`config.mk`:
```
export PLATFORM = sky130hd
export DESIGN_NAME = imem_loader_flat
export DESIGN_NICKNAME = d
export VERILOG_FILES = /design/src/rtl/imem_loader_if.sv /design/src/rtl/imem_loader.sv /design/src/flat_wrapper.sv
export SDC_FILE = /design/constraint.sdc
export NUM_CORES = 1
export LEC_CHECK = 0
export BUFFER_PORTS_ARGS = -buffer_cell sky130_fd_sc_hd__buf_2
export CORE_ASPECT_RATIO = 0.7
export CORE_MARGIN = 5
export CORE_UTILIZATION = 25
export DETAILED_ROUTE_END_ITERATION = 6
export PLACE_DENSITY_LB_ADDON = 0.08
export SLEW_MARGIN = 20
export SYNTH_ARGS = -nofsm -noshare
export SYNTH_HDL_FRONTEND = slang
export SYNTH_SLANG_ARGS = --single-unit
```
`constraint.sdc`:
```
create_clock -name clk -period 2 [get_ports clk]
set_clock_uncertainty 0.2 [all_clocks]
set_input_delay 0.1 -clock clk [delete_from_list [all_inputs] [get_ports clk]]
set_output_delay 0.1 -clock clk [all_outputs]
set_load 0.1 [all_outputs]
```
`src/rtl/imem_loader_if.sv`:
```
// imem_loader_if: byte stream valid/ready channel into the loader.
// Ports: in_valid/in_byte from source (master), in_ready from loader (slave).
interface imem_loader_if;
  logic       in_valid;
  logic       in_ready;
  logic [7:0] in_byte;

  modport master (
    output in_valid,
    output in_byte,
    input  in_ready
  );

  modport slave (
    input  in_valid,
    input  in_byte,
    output in_ready
  );
endinterface

```
`src/rtl/imem_loader.sv`:
```
// imem_loader: boot loader, byte stream -> LE words -> imem write port.
// Holds the core in reset until the whole image has been written.
// Ports: clk, reset (sync, active-low), s (byte stream slave), restart,
//   mem_we/mem_addr/mem_wdata (imem write), core_hold, done, error,
//   word_count (words written).
// Option: LOADER_CHECKSUM_EN adds a trailing mod-256 payload checksum byte.
module imem_loader #(
  parameter logic [31:0] BASE_ADDR   = 32'h0000_0000,
  parameter int unsigned DEPTH_WORDS = 256
) (
  input  logic               clk,
  input  logic               reset,
  imem_loader_if.slave       s,
  input  logic               restart,
  output logic               mem_we,
  output logic [31:0]        mem_addr,
  output logic [31:0]        mem_wdata,
  output logic               core_hold,
  output logic               done,
  output logic               error,
  output logic [15:0]        word_count
);

`ifdef LOADER_CHECKSUM_EN
  typedef enum logic [2:0] {
    S_LEN_LO, S_LEN_HI, S_DATA, S_WRITE,
    S_CHECK, S_DONE, S_ERROR
  } state_t;
`else
  typedef enum logic [2:0] {
    S_LEN_LO, S_LEN_HI, S_DATA, S_WRITE,
    S_DONE, S_ERROR
  } state_t;
`endif

  localparam logic [16:0] LP_DEPTH = 17'(DEPTH_WORDS);

  state_t      r_state;
  state_t      w_next;
  logic [15:0] r_len;
  logic [31:0] r_word;
  logic [1:0]  r_idx;
  logic [15:0] r_count;
  logic        w_fire;
  logic [15:0] w_len;
  logic        w_last;
  logic        w_ready;
`ifdef LOADER_CHECKSUM_EN
  logic [7:0]  r_sum;
`endif

  assign w_fire = s.in_valid && w_ready;
  assign w_len  = {s.in_byte, r_len[7:0]};
  assign w_last = (r_count + 16'd1) == r_len;

  // State register
  always_ff @(posedge clk) begin
    if (!reset) r_state <= S_LEN_LO;
    else        r_state <= w_next;
  end

  // Next-state logic
  always_comb begin
    w_next = r_state;
    unique case (r_state)
      S_LEN_LO: if (w_fire) w_next = S_LEN_HI;
      S_LEN_HI: begin
        if (w_fire) begin
          if (w_len == 16'd0)
`ifdef LOADER_CHECKSUM_EN
            w_next = S_CHECK;
`else
            w_next = S_DONE;
`endif
          else if ({1'b0, w_len} > LP_DEPTH)
            w_next = S_ERROR;
          else
            w_next = S_DATA;
        end
      end
      S_DATA: begin
        if (w_fire && r_idx == 2'd3)
          w_next = S_WRITE;
      end
      S_WRITE: begin
        if (!w_last)
          w_next = S_DATA;
        else
`ifdef LOADER_CHECKSUM_EN
          w_next = S_CHECK;
`else
          w_next = S_DONE;
`endif
      end
`ifdef LOADER_CHECKSUM_EN
      S_CHECK: begin
        if (w_fire)
          w_next = (s.in_byte == r_sum) ? S_DONE : S_ERROR;
      end
`endif
      S_DONE:  if (restart) w_next = S_LEN_LO;
      S_ERROR: if (restart) w_next = S_LEN_LO;
      default: w_next = S_LEN_LO;
    endcase
  end

  // Datapath: length, word assembly, count, checksum
  always_ff @(posedge clk) begin
    if (!reset) begin
      r_len   <= '0;
      r_word  <= '0;
      r_idx   <= '0;
      r_count <= '0;
`ifdef LOADER_CHECKSUM_EN
      r_sum   <= '0;
`endif
    end else begin
      unique case (r_state)
        S_LEN_LO: begin
          r_idx <= '0;
`ifdef LOADER_CHECKSUM_EN
          r_sum <= '0;
`endif
          if (w_fire) r_len[7:0] <= s.in_byte;
        end
        S_LEN_HI: begin
          if (w_fire) r_len[15:8] <= s.in_byte;
        end
        S_DATA: begin
          if (w_fire) begin
            r_word[{r_idx, 3'b000} +: 8] <= s.in_byte;
            r_idx <= r_idx + 2'd1;
`ifdef LOADER_CHECKSUM_EN
            r_sum <= r_sum + s.in_byte;
`endif
          end
        end
        S_WRITE: r_count <= r_count + 16'd1;
        S_DONE, S_ERROR: begin
          if (restart) begin
            r_count <= '0;
            r_idx   <= '0;
          end
        end
        default: ;
      endcase
    end
  end

  // Outputs decoded from registered state and datapath
  always_comb begin
    w_ready    = 1'b0;
    mem_we     = 1'b0;
    core_hold  = 1'b1;
    done       = 1'b0;
    error      = 1'b0;
    mem_addr   = BASE_ADDR + {14'd0, r_count, 2'b00};
    mem_wdata  = r_word;
    word_count = r_count;
    unique case (r_state)
      S_LEN_LO, S_LEN_HI, S_DATA: w_ready = 1'b1;
`ifdef LOADER_CHECKSUM_EN
      S_CHECK: w_ready = 1'b1;
`endif
      S_WRITE: mem_we = 1'b1;
      S_DONE: begin
        core_hold = 1'b0;
        done      = 1'b1;
      end
      S_ERROR: error = 1'b1;
      default: ;
    endcase
  end

  assign s.in_ready = w_ready;

endmodule
```
`src/flat_wrapper.sv`:
```
// flat-port wrapper written by rule: the top's interface ports become plain ports
module imem_loader_flat 
#(
  parameter logic [31:0] BASE_ADDR   = 32'h0000_0000,
  parameter int unsigned DEPTH_WORDS = 256
)
  (clk, reset, restart, mem_we, mem_addr, mem_wdata, core_hold, done, error, word_count, s_in_valid, s_in_byte, s_in_ready);
  imem_loader_if s_i ();
  input  logic clk;
  input  logic reset;
  input  logic restart;
  output logic mem_we;
  output logic [31:0] mem_addr;
  output logic [31:0] mem_wdata;
  output logic core_hold;
  output logic done;
  output logic error;
  output logic [15:0] word_count;
  input wire logic [$bits(s_i.in_valid)-1:0] s_in_valid;
  input wire logic [$bits(s_i.in_byte)-1:0] s_in_byte;
  output wire logic [$bits(s_i.in_ready)-1:0] s_in_ready;
  assign s_i.in_valid = s_in_valid;
  assign s_i.in_byte = s_in_byte;
  assign s_in_ready = s_i.in_ready;
  imem_loader #(.BASE_ADDR(BASE_ADDR), .DEPTH_WORDS(DEPTH_WORDS)) u_core (.clk(clk), .reset(reset), .s(s_i), .restart(restart), .mem_we(mem_we), .mem_addr(mem_addr), .mem_wdata(mem_wdata), .core_hold(core_hold), .done(done), .error(error), .word_count(word_count));
endmodule
```
==> results of run 1 <==
[layer usage]
| layer | GRT usage | vias up | routed length [µm] | share of wire |
|---|---|---|---|---|
| met5 | 0 | - | 0 | 0 |
| met4 | 0.0309 | 0 | 82 | 0.0063 |
| met1 | 0.229 | 1760 | 6980 | 0.53 |
| li1 | - | 1884 | - | - |
| met3 | 0.0334 | 6 | 674 | 0.052 |
| met2 | 0.205 | 87 | 5350 | 0.41 |
[state kept, by name, summed over array words and instances, names as in the netlist]
register,count
u_core.r_state,3
u_core.r_len,16
u_core.mem_wdata,32
u_core.r_idx,2
u_core.word_count,16
[cell usage in the layout, fill, tap and decap left out, drive strengths merged, types with 4 or more instances in the layout]
master  netlist  final
inv          10     11
nand4         7      7
xor2          5      5
a21boi       12     12
o21ai        18     18
xnor2        15     15
a21oi        50     50
nand2b        6      6
nand2        71     71
nor2b         9      9
dfxtp        69     69
clkbuf       18     12
ha            6      6
conb          1     16
nor3         11     11
nor3b         4      4
mux2i         9      9
and2          7      7
buf          38    156
nand3        42     42
or4           4      4
nor4          8      8
nor2         25     25
[cell usage after synthesis, types with 9 or more instances]
| cell type | count | area share |
|---|---|---|
| a21boi_0 | 12 | 0.024 |
| a21oi_1 | 50 | 0.066 |
| buf_4 | 32 | 0.063 |
| clkbuf_1 | 15 | 0.015 |
| dfxtp_1 | 69 | 0.36 |
| inv_1 | 10 | 0.0098 |
| mux2i_1 | 9 | 0.024 |
| nand2_1 | 71 | 0.070 |
| nand3_1 | 41 | 0.054 |
| nor2_1 | 25 | 0.025 |
| nor2b_1 | 9 | 0.015 |
| nor3_1 | 9 | 0.012 |
| o21ai_0 | 16 | 0.021 |
| xnor2_1 | 15 | 0.034 |
[cell families (layout without fill, tap and decap cells)]
logic type | after synthesis | in the layout
AO/OA/AOI/OAI | 99 | 99
multiplexers | 9 | 9
flip-flops | 69 | 69
adder cells (fa/ha/maj) | 6 | 6
XOR/XNOR | 21 | 21
AND/OR/NAND/NOR | 206 | 206
other | 1 | 16
buffers and inverters | 66 | 187
[stage by stage]
| stage | cells | hold slack (ns) |
|---|---|---|
| 2_1_floorplan | 492 | 0.0332 |
| 3_3_place_gp | 776 | 0.242 |
| 3_5_place_dp | 776 | 0.243 |
| 4_1_cts | 807 | 0.000731 |
| 5_1_grt | 808 | 0.00848 |
| 6_report | 808 | 0.00785 |
[worst register-to-register path: cells and delay by family (launching register included)]
| kind | cells | cell delay, ns |
|---|---|---|
| AO/OA/AOI/OAI | 2 | 0.28 |
| XOR/XNOR | 1 | 0.12 |
| buffers and inverters | 1 | 0.20 |
| flip-flops | 1 | 0.36 |
| AND/OR/NAND/NOR | 3 | 0.82 |
[worst paths after layout]
path,from,to,slack (ns),cells after the start
worst max register to register,u_core.word_count[6]$_SDFFE_PN0P_,u_core.r_state[1]$_SDFFE_PN0P_,-0.11,7
worst max-delay path,u_core.word_count[6]$_SDFFE_PN0P_,u_core.r_state[1]$_SDFFE_PN0P_,-0.11,7
worst min register to register,u_core.mem_wdata[14]$_SDFFE_PN0P_,u_core.mem_wdata[14]$_SDFFE_PN0P_,0.25,2
worst min-delay path,s_in_byte[4],u_core.r_len[4]$_SDFFE_PN0P_,0.008,4
[repair_timing]
item / 4_1_cts / 5_1_grt
endpoints found under the hold margin: 12 / 0
setup endpoints to repair: 5 / 34
hold buffers: 3 / 0
gates resized for setup: 13 / 15
buffers inserted: 12 / 1
pin swaps: 8 / 3
[power by group through the flow]
stage	sequential, mW	clock, mW	combinational [mW]
3_5_place_dp	1.43	0	0.457
4_1_cts	1.40	1.75	0.471
3_3_place_gp	1.43	0	0.457
6_report	1.40	1.70	0.472
5_1_grt	1.40	1.81	0.502
2_1_floorplan	1.42	0	0.340
[cell type report]
type / count / area, µm² / share of cell area
Multi-Input combinational cell: 357 / 2150 / 0.407
Sequential cell: 69 / 1440 / 0.272
Timing Repair Buffer: 161 / 1090 / 0.206
Clock buffer: 10 / 250 / 0.0473
Tap cell: 195 / 244 / 0.0461
Clock inverter: 6 / 67.6 / 0.0128
Inverter: 10 / 41.3 / 0.00781
==> summary.md, run 1 <==
| Metric | Value |
|---|---|
| Run status | complete, but fails checks |
| Failing checks | setup timing |
| Pin count of the biggest net entering global routing | 26 |
| Clk_lat worst skew | 0.34 ns |
| Net Sw Power | 1.00 mW |
| CTS tree | done |
| Routed via count | 3737 |
| Total Power | 3.57 mW |
| WL per Instance | 16.2 µm |
| Mux cell area share after synthesis | 0.0236 |
| Vias in the first global route | 3618 |
| GPL Wtd Cong | 0.842 |
| Seq cells post-synth | 69 |
| Clock network fraction of design power | 0.476 |
| Placed Area | 4740 µm² |
| Max cap viols | 0 |
| Seq pwr share | 0.392 |
| Antenna cells | 0 |
| Post-synth EDFFs | 0 |
| NumNets Final | 626 |
| Hold WC Path Type | in2reg |
| Critical path launch point type | register |
| CP required | 2.01 ns |
| DP HPWL | 9.97 mm |
| Die width | 158 µm |
| Worst-path clk slew | 0.06 ns |
| Max stage delay cell, worst path | dfxtp_4 |
| Port Buf Inserts | 80 |
| Layout area overhead | 38.6% |
| Critical path, cell by cell | nand4_1 > buf_4 > nor4_4 > xnor2_1 > nor4_2 > o2111a_1 > a21oi_1 |
| CP Max Fanout | 4 |
| Cell family with most CP delay | simple AND/OR/NAND/NOR gates |
| Internal power | 2.56 mW |
| Crit path kind | reg2reg |
| Synth Area in Compound Gates | 0.153 |
| Final worst slack | -0.114 ns |
| Starting Density | 0.258 |
| Via density | 4.63 |
| XOR/XNOR Fraction of Synth Area | 0.0521 |
| P_leak | 2.23 nW |
| Die footprint | 17900 µm² |
| Max incr delay on CP | 0.36 ns |
| Initial DRC Count | 202 |
| Most used DFF post-synth | dfxtp_1 |
| Total negative slack | -0.234 ns |
| Max IR drop VDD | 0.000405 V |
| Final Critical Period | 2.11 ns |
| Switching portion of total power | 0.281 |
| Slew Limit Fails | 0 |
| Filler cell count | 1558 |
| Synth warn | 0 |
| Io pins | 97 |
| Post-synth ARST share | 0 |
| Antenna violations before repair | 0 |
| Final setup fails | 4 |
| Finished Cell Area | 5290 µm² |
| Core Util, Final | 0.357 |
| First-pass GRT wire length | 20.3 mm |
| RSZ-0062 raised after global routing | true |
| Drt drc | 0 |
| Critical path endpoint category | register |
| Synth Area per Inst | 8.00 µm² |
| Simple-gate portion of the synthesized area | 0.276 |
| Share of layout cells above drive strength 1 | 0.364 |
| GRT overflow | 0 |
| Post-Synth Adder-Cell Area | 0.0197 |
| Distinct cell type count of the synthesized netlist | 56 |
| Seq/Total Area, Yosys | 0.362 |
| Largest family of logic cells by synthesized area | simple AND/OR/NAND/NOR gates |
| Drt pass-1 iters | 4 |
| Row count | 37 |
| Tcrit/Tclk final | 1.06 |
| Clock Tree Root | clkbuf_16 |
| H-tree Lvls | 3 |
| Data arrival, critical path | 2.12 ns |
| Fin. Hold Viols | 0 |
| Total Wirelength | 13.1 mm |
| Global Route Usage Sum | 0.147 |
| Total CTS buffers | 9 |
| Combinational share of power | 0.132 |
| FMAX | 0.473 GHz |
| Cells after Synth | 477 |
| CTS sink cnt | 69 |
| Pre-CTS WS | -0.126 ns |
| Die H | 113 µm |
| Pwr Density | 674 nW/µm² |
| Antenna-violating nets left | 0 |
| WP buf/inv | 1 |
| Area of the core | 14800 µm² |
| Post-Syn Area | 3820 µm² |
| CTS Buffer Depth | 2 |
Note: power is estimated with default switching activity, not from simulation.
==> run 2, diff against run 1 <==
--- a/config.mk
+++ b/config.mk
@@ -11,6 +11,7 @@
 export CORE_UTILIZATION = 25
 export DETAILED_ROUTE_END_ITERATION = 6
 export PLACE_DENSITY_LB_ADDON = 0.08
+export RECOVER_POWER = 100
 export SLEW_MARGIN = 20
 export SYNTH_ARGS = -nofsm -noshare
 export SYNTH_HDL_FRONTEND = slang
==> constraint.sdc (replaced) <==
create_clock -name clk -period 2 [get_ports clk]
set_clock_uncertainty 0.2 [all_clocks]
set_input_delay 0.1 -clock clk [delete_from_list [all_inputs] [get_ports clk]]
set_output_delay 0.1 -clock clk [all_outputs]
set_load 0.05 [all_outputs]
==> summary.md, run 2 (synthesis gave the netlist of run 1 again) <==
| Metric | Value |
|---|---|
| Run status | complete, but fails checks |
| Failing checks | setup timing |
| Grt peak-use layer | met1 |
| Layout area overhead | 34.4% |
| Hold WC Path Type | in2reg |
| Pre-CTS WS | -0.153 ns (-0.0273 ns) |
| Starting Density | 0.258 (unchanged) |
| Met2 Resource Use GR | 0.202 (-0.00227) |
| CTS sink cnt | 69 (unchanged) |
| M3 GR Usage | 0.0356 (+0.00228) |
| Data arrival, critical path | 2.06 ns (-0.06 ns) |
| Max incr delay on CP | 0.36 ns (about the same) |
| Clk_lat worst skew | 0.34 ns (about the same) |
| Reg2Reg Launch Point | u_core.word_count[1]$_SDFFE_PN0P_ |
| Pin count of the biggest net entering global routing | 32 (+23%) |
| Max IR drop VDD | 0.000364 V (-10%) |
| Antenna-violating nets left | 0 (unchanged) |
| Cell family with most CP delay | simple AND/OR/NAND/NOR gates |
| FMAX | 0.493 GHz (+4.2%) |
| Fin Hold WS | 0.0188 ns (+0.0109 ns) |
| Port Buf Inserts | 80 (unchanged) |
| WHS Path Cells | 4 (unchanged) |
| Global Route Usage Sum | 0.147 (-0.000498) |
| Die footprint | 17900 µm² (unchanged) |
| Fin. Hold Viols | 0 (unchanged) |
| Worst-margin pin slew | 0.624 ns |
| Tcrit/Tclk final | 1.01 (-0.0424) |
| Antenna violations before repair | 0 (unchanged) |
| Max cap viols | 0 (unchanged) |
| Critical path launch point type | register |
| Share of layout cells above drive strength 1 | 0.233 (-0.131) |
| Initial DRC Count | 209 (+3.5%) |
| Reg2Reg Setup Slack | -0.03 ns (+0.08 ns) |
| NumNets Final | 628 (+0.32%) |
| GPL Wtd Cong | 0.782 (-7.1%) |
| Total Power | 3.48 mW (-2.5%) |
| Die width | 158 µm (unchanged) |
| Area of the core | 14800 µm² (unchanged) |
| H-tree Lvls | 3 (unchanged) |
| WP buf/inv | 1 (unchanged) |
| Slew headroom | 0.586 |
| Startpoint of the most critical hold path | s_in_byte[3] |
| Met1 usage | 0.230 (+0.000497) |
| Slew Limit Fails | 0 (unchanged) |
| First-pass GRT wire length | 20.3 mm (-0.10%) |
| Drt pass-1 iters | 4 (unchanged) |
| Crit path kind | reg2reg |
| Final worst slack | -0.0287 ns (+0.0849 ns) |
| WL per Instance | 16.1 µm (-0.31%) |
| Worst-path clk slew | 0.06 ns (about the same) |
| Total CTS buffers | 9 (unchanged) |
| Total Wirelength | 13.1 mm (about the same) |
| Finished Cell Area | 5130 µm² (-3.0%) |
| Final setup fails | 2 (-2) |
| DP HPWL | 9.74 mm (-2.3%) |
| RR Endpoint | u_core.r_state[1]$_SDFFE_PN0P_ |
| Commonest non-fill, non-tap cell in the layout | nand2_1 |
| GRT overflow | 0 (unchanged) |
| Die H | 113 µm (unchanged) |
| Pwr Density | 678 nW/µm² (+0.53%) |
| Worst Hold End | u_core.r_len[3]$_SDFFE_PN0P_ |
| Drt drc | 0 (unchanged) |
| CP Max Fanout | 6 (+2) |
| Final Critical Period | 2.03 ns (-0.0849 ns) |
| RSZ-0062 raised after global routing | true |
| Max stage delay cell, worst path | dfxtp_4 |
| Total negative slack | -0.0544 ns (+0.179 ns) |
| CTS Buffer Depth | 2 (unchanged) |
| Critical path endpoint category | register |
| CTS tree | done |
| Max FFs per register | 32 (unchanged) |
| Vias in the first global route | 3562 (-1.5%) |
| Worst r2r path cells | 7 (unchanged) |
| Via density | 4.58 (-1.0%) |
| Clock Tree Root | clkbuf_16 |
| Critical path, cell by cell | buf_6 > nand4_4 > nor4_4 > xnor2_1 > nor4_2 > o2111a_1 > a21oi_1 |
| Commonest cells after routing, fill and taps aside | nand2_1, clkbuf_1, buf_4, dfxtp_1, a21oi_1 |
| CP required | 2.03 ns (+0.02 ns) |
| Antenna cells | 0 (unchanged) |
| Io pins | 97 (unchanged) |
| P_leak | 1.93 nW (-14%) |
| Row count | 37 (unchanged) |
| Placed Area | 4710 µm² (-0.69%) |
| Routed via count | 3708 (-0.78%) |
run 2: power by group:
group | total (mW) | internal, mW | switching [mW]
combinational | 0.399 | 0.143 | 0.256
sequential | 1.40 | 1.38 | 0.0166
clock | 1.68 | 1.06 | 0.621
total | 3.48 | 2.58 | 0.894
run 2: metal layers:
metal  wire (µm)  share of wire
met1        6940           0.53
met2        5270           0.40
met3         769          0.059
met4         102         0.0078
met5           0              0
run 2: worst register-to-register path: cells and delay by family, from the launching register on:
family / cells / cell delay, ns
buffers and inverters: 1 / 0.12
xor gates and xnor gates: 1 / 0.13
and+or+nand+nor: 3 / 0.83
AOI/OAI and AO/OA: 2 / 0.28
DFF: 1 / 0.36
run 2: worst max path at each step:
stage | from | end | slack (ns) | cells after the start
after floorplan | u_core.word_count[2]$_SDFFE_PN0P_ | u_core.r_state[1]$_SDFFE_PN0P_ | -0.04 | 7
after global placement | s_in_byte[4] | u_core.r_state[2]$_SDFFE_PN0P_ | -0.16 | 8
after detailed placement | s_in_byte[4] | u_core.r_state[1]$_SDFFE_PN0P_ | -0.15 | 8
after CTS | u_core.word_count[0]$_SDFFE_PN0P_ | u_core.r_state[1]$_SDFFE_PN0P_ | -0.01 | 7
after global routing | u_core.word_count[0]$_SDFFE_PN0P_ | u_core.r_state[1]$_SDFFE_PN0P_ | -0.13 | 7
final | u_core.word_count[1]$_SDFFE_PN0P_ | u_core.r_state[1]$_SDFFE_PN0P_ | -0.03 | 7
run 2: cell type report:
cell class              count  area (µm²)
multi-input cells         357        2130
clock inverters             2        10.0
well taps                 195         244
flip-flops and latches     69        1420
fillers                  1600        9680
inverters                  10        37.5
clock buffers              14         307
repair buffers            163         975
run 2: stage by stage:
step | util | cells
after global routing | 0.346 | 810
after floorplan | - | 492
after detailed placement | 0.318 | 779
after CTS | 0.351 | 808
final | 0.346 | 810
after global placement | 0.318 | 779
run 2: repair_timing:
action | in CTS | in global routing
setup endpoints to repair | 2 | 47
hold endpoints to repair | 20 | 0
hold buffers | 8 | 0
pin swaps | 4 | 3
gates resized for setup | 13 | 13
setup buffers | 5 | 2
==> run 3, diff against run 2 <==
==> constraint.sdc (replaced) <==
create_clock -name clk -period 2 [get_ports clk]
set_clock_uncertainty 0.2 [all_clocks]
set_input_delay 0 -clock clk [delete_from_list [all_inputs] [get_ports clk]]
set_output_delay 0 -clock clk [all_outputs]
set_load 0.05 [all_outputs]
==> summary.md, run 3 (synthesis gave the netlist of run 1 again) <==
| Metric | Value |
|---|---|
| Critical path launch point type | register |
| Worst r2r path cells | 7 (unchanged) |
| Final setup fails | 1 (-1) |
| NumNets Final | 627 (-0.16%) |
| First-pass GRT wire length | 20.4 mm (+0.34%) |
| Max stage delay cell, worst path | dfxtp_4 |
| Total Wirelength | 13.1 mm (about the same) |
| Final worst slack | -0.00835 ns (+0.0203 ns) |
| Drt drc | 0 (unchanged) |
| Max cap viols | 0 (unchanged) |
| Slew headroom | 0.574 (-0.0112) |
| CTS sink cnt | 69 (unchanged) |
| Total Power | 3.47 mW (-0.13%) |
| Critical path, cell by cell | nand4_1 > buf_6 > nor4_4 > xnor2_1 > nor4_2 > o2111a_1 > a21oi_1 |
| Crit path kind | reg2reg |
| Layout Cells excl Fill | 809 (-0.12%) |
| Via density | 4.62 (+0.83%) |
| Vias in the first global route | 3643 (+2.3%) |
| Total CTS buffers | 9 (unchanged) |
| Worst-margin pin slew | 0.638 ns (+0.0142 ns) |
| WL per Instance | 16.2 µm (about the same) |
| CP required | 2.03 ns (about the same) |
| Run status | complete, but fails checks |
| Reg area | 1420 µm² (unchanged) |
| Row count | 37 (unchanged) |
| RR Endpoint | u_core.r_state[1]$_SDFFE_PN0P_ |
| Net Sw Power | 0.913 mW (+2.2%) |
| Seq pwr share | 0.404 (about the same) |
| RSZ-0062 raised after global routing | true |
| Footprint of the multi-input gates | 2150 µm² (+0.70%) |
| P_leak | 1.93 nW (-0.21%) |
| Max incr delay on CP | 0.36 ns (about the same) |
| Combinational share of power | 0.114 (about the same) |
| Data arrival, critical path | 2.03 ns (-0.03 ns) |
| Switching portion of total power | 0.263 (+0.00592) |
| Max FFs per register | 32 (unchanged) |
| Drt pass-1 iters | 4 (unchanged) |
| Routed via count | 3734 (+0.70%) |
| GRT overflow | 0 (unchanged) |
| Worst-path clk slew | 0.06 ns (about the same) |
| Failing checks | setup timing |
| GPL Wtd Cong | 0.800 (+2.3%) |
| DP HPWL | 9.76 mm (+0.19%) |
| Internal power | 2.56 mW (-0.93%) |
| Layout area overhead | 34.6% |
| Core Util, Final | 0.347 (+0.000675) |
| Antenna cells | 0 (unchanged) |
| Global Route Usage Sum | 0.147 (-0.000258) |
| Worst Hold End | u_core.word_count[4]$_SDFFE_PN0P_ |
| Reg2Reg Launch Point | u_core.word_count[4]$_SDFFE_PN0P_ |
| Placed Instances | 776 (-0.39%) |
| CTS tree | done |
| FMAX | 0.498 GHz (+1.0%) |
| Io pins | 97 (unchanged) |
| Port Buf Inserts | 80 (unchanged) |
| Area of the core | 14800 µm² (unchanged) |
| Filler cell count | 1615 (+0.94%) |
| Commonest non-fill, non-tap cell in the layout | nand2_1 |
| CTS Buffer Depth | 2 (unchanged) |
| Commonest cells after routing, fill and taps aside | nand2_1, clkbuf_1, buf_4, dfxtp_1, a21oi_1 |
| Pin count of the biggest net entering global routing | 33 (+3.1%) |
| Pwr Density | 676 nW/µm² (-0.33%) |
| Fin Hold WS | 0.0413 ns (+0.0225 ns) |
| Antenna violations before repair | 0 (unchanged) |
| Slew Limit Fails | 0 (unchanged) |
| Reg2Reg Setup Slack | -0.008 ns (+0.02 ns) |
| Hold WC Path Type | in2reg |
| Tcrit/Tclk final | 1.00 (-0.0102) |
| Starting Density | 0.258 (unchanged) |
| Final Critical Period | 2.01 ns (-0.0203 ns) |
| Clk_lat worst skew | 0.34 ns (about the same) |
| Fin. Hold Viols | 0 (unchanged) |
| Initial DRC Count | 163 (-22%) |
| Share of layout cells above drive strength 1 | 0.226 (-0.00614) |
| Placed Area | 4690 µm² (-0.48%) |
| WHS Path Cells | 4 (unchanged) |
| Die footprint | 17900 µm² (unchanged) |
| CP Max Fanout | 4 (-2) |
| Die width | 158 µm (unchanged) |
| Antenna-violating nets left | 0 (unchanged) |
| Die H | 113 µm (unchanged) |
| Finished Cell Area | 5140 µm² (+0.20%) |
| Max IR drop VDD | 0.000388 V (+6.7%) |
| Clock network fraction of design power | 0.483 (about the same) |
| Critical path endpoint category | register |
| Clock Tree Root | clkbuf_16 |
| Startpoint of the most critical hold path | restart |
| H-tree Lvls | 3 (unchanged) |
==> run 3: cell count changes in the layout (fill, tap and decap cells not counted), sizes merged <==
cell         previous run  this run
buf                    81        76
dlygate4sd3             8        12
clkbuf                 88        85
clkinvlp                0         2
bufinv                  0         1
==> run 3: stage by stage <==
stage | setup WS [ns] | setup TNS (ns)
4_1_cts | -0.0198 | -0.0198
2_1_floorplan | -0.0390 | -0.0480
5_1_grt | -0.110 | -1.14
3_3_place_gp | -0.0702 | -0.131
3_5_place_dp | -0.101 | -0.168
6_report | -0.00835 | -0.00835
==> run 3: cell type report <==
| type | count | share of cell area |
|---|---|---|
| Clock buffer | 11 | 0.0492 |
| Clock inverter | 5 | 0.0114 |
| Timing Repair Buffer | 162 | 0.190 |
| Inverter | 10 | 0.00730 |
| Tap cell | 195 | 0.0475 |
| Multi-Input combinational cell | 357 | 0.418 |
| Sequential cell | 69 | 0.277 |
==> run 3: worst max-delay path: cells and delay by family, from the launching register on <==
family	cells	cell delay (ns)
simple gates	3	0.75
buf+inv	1	0.16
compound gates	2	0.28
flops	1	0.36
xor+xnor	1	0.13
==> run 3: worst max path at each step <==
stage / start / to / slack [ns] / cells after the start
after floorplan: u_core.word_count[2]$_SDFFE_PN0P_ / u_core.r_state[1]$_SDFFE_PN0P_ / -0.04 / 7
after global placement: s_in_byte[4] / u_core.r_state[2]$_SDFFE_PN0P_ / -0.07 / 8
after detailed placement: u_core.word_count[1]$_SDFFE_PN0P_ / u_core.r_state[1]$_SDFFE_PN0P_ / -0.10 / 7
after CTS: u_core.word_count[4]$_SDFFE_PN0P_ / u_core.r_state[1]$_SDFFE_PN0P_ / -0.02 / 7
after global routing: u_core.r_len[4]$_SDFFE_PN0P_ / u_core.r_state[1]$_SDFFE_PN0P_ / -0.11 / 6
final: u_core.word_count[4]$_SDFFE_PN0P_ / u_core.r_state[1]$_SDFFE_PN0P_ / -0.008 / 7
==> run 3: power by group through the flow <==
stage | clock [mW] | combinational [mW] | sequential [mW]
after detailed placement | 0 | 0.373 | 1.43
after global routing | 1.78 | 0.428 | 1.40
after CTS | 1.73 | 0.396 | 1.40
final | 1.68 | 0.395 | 1.40
after floorplan | 0 | 0.258 | 1.43
after global placement | 0 | 0.373 | 1.43
==> run 3: metal layers <==
metal  share of wire  up-vias  track usage
met1            0.54     1743        0.230
li1                -     1879            -
met5               0        -            0
met2            0.40       98        0.199
met3           0.052       14       0.0356
met4           0.011        0       0.0315
==> run 3: repair_timing <==
action,4_1_cts,5_1_grt
pin swaps,5,3
cloned,0,0
hold buffers,12,0
buffers inserted,5,0
gates resized for setup,11,12
endpoints found under the setup margin,2,51
endpoints found under the hold margin,50,0
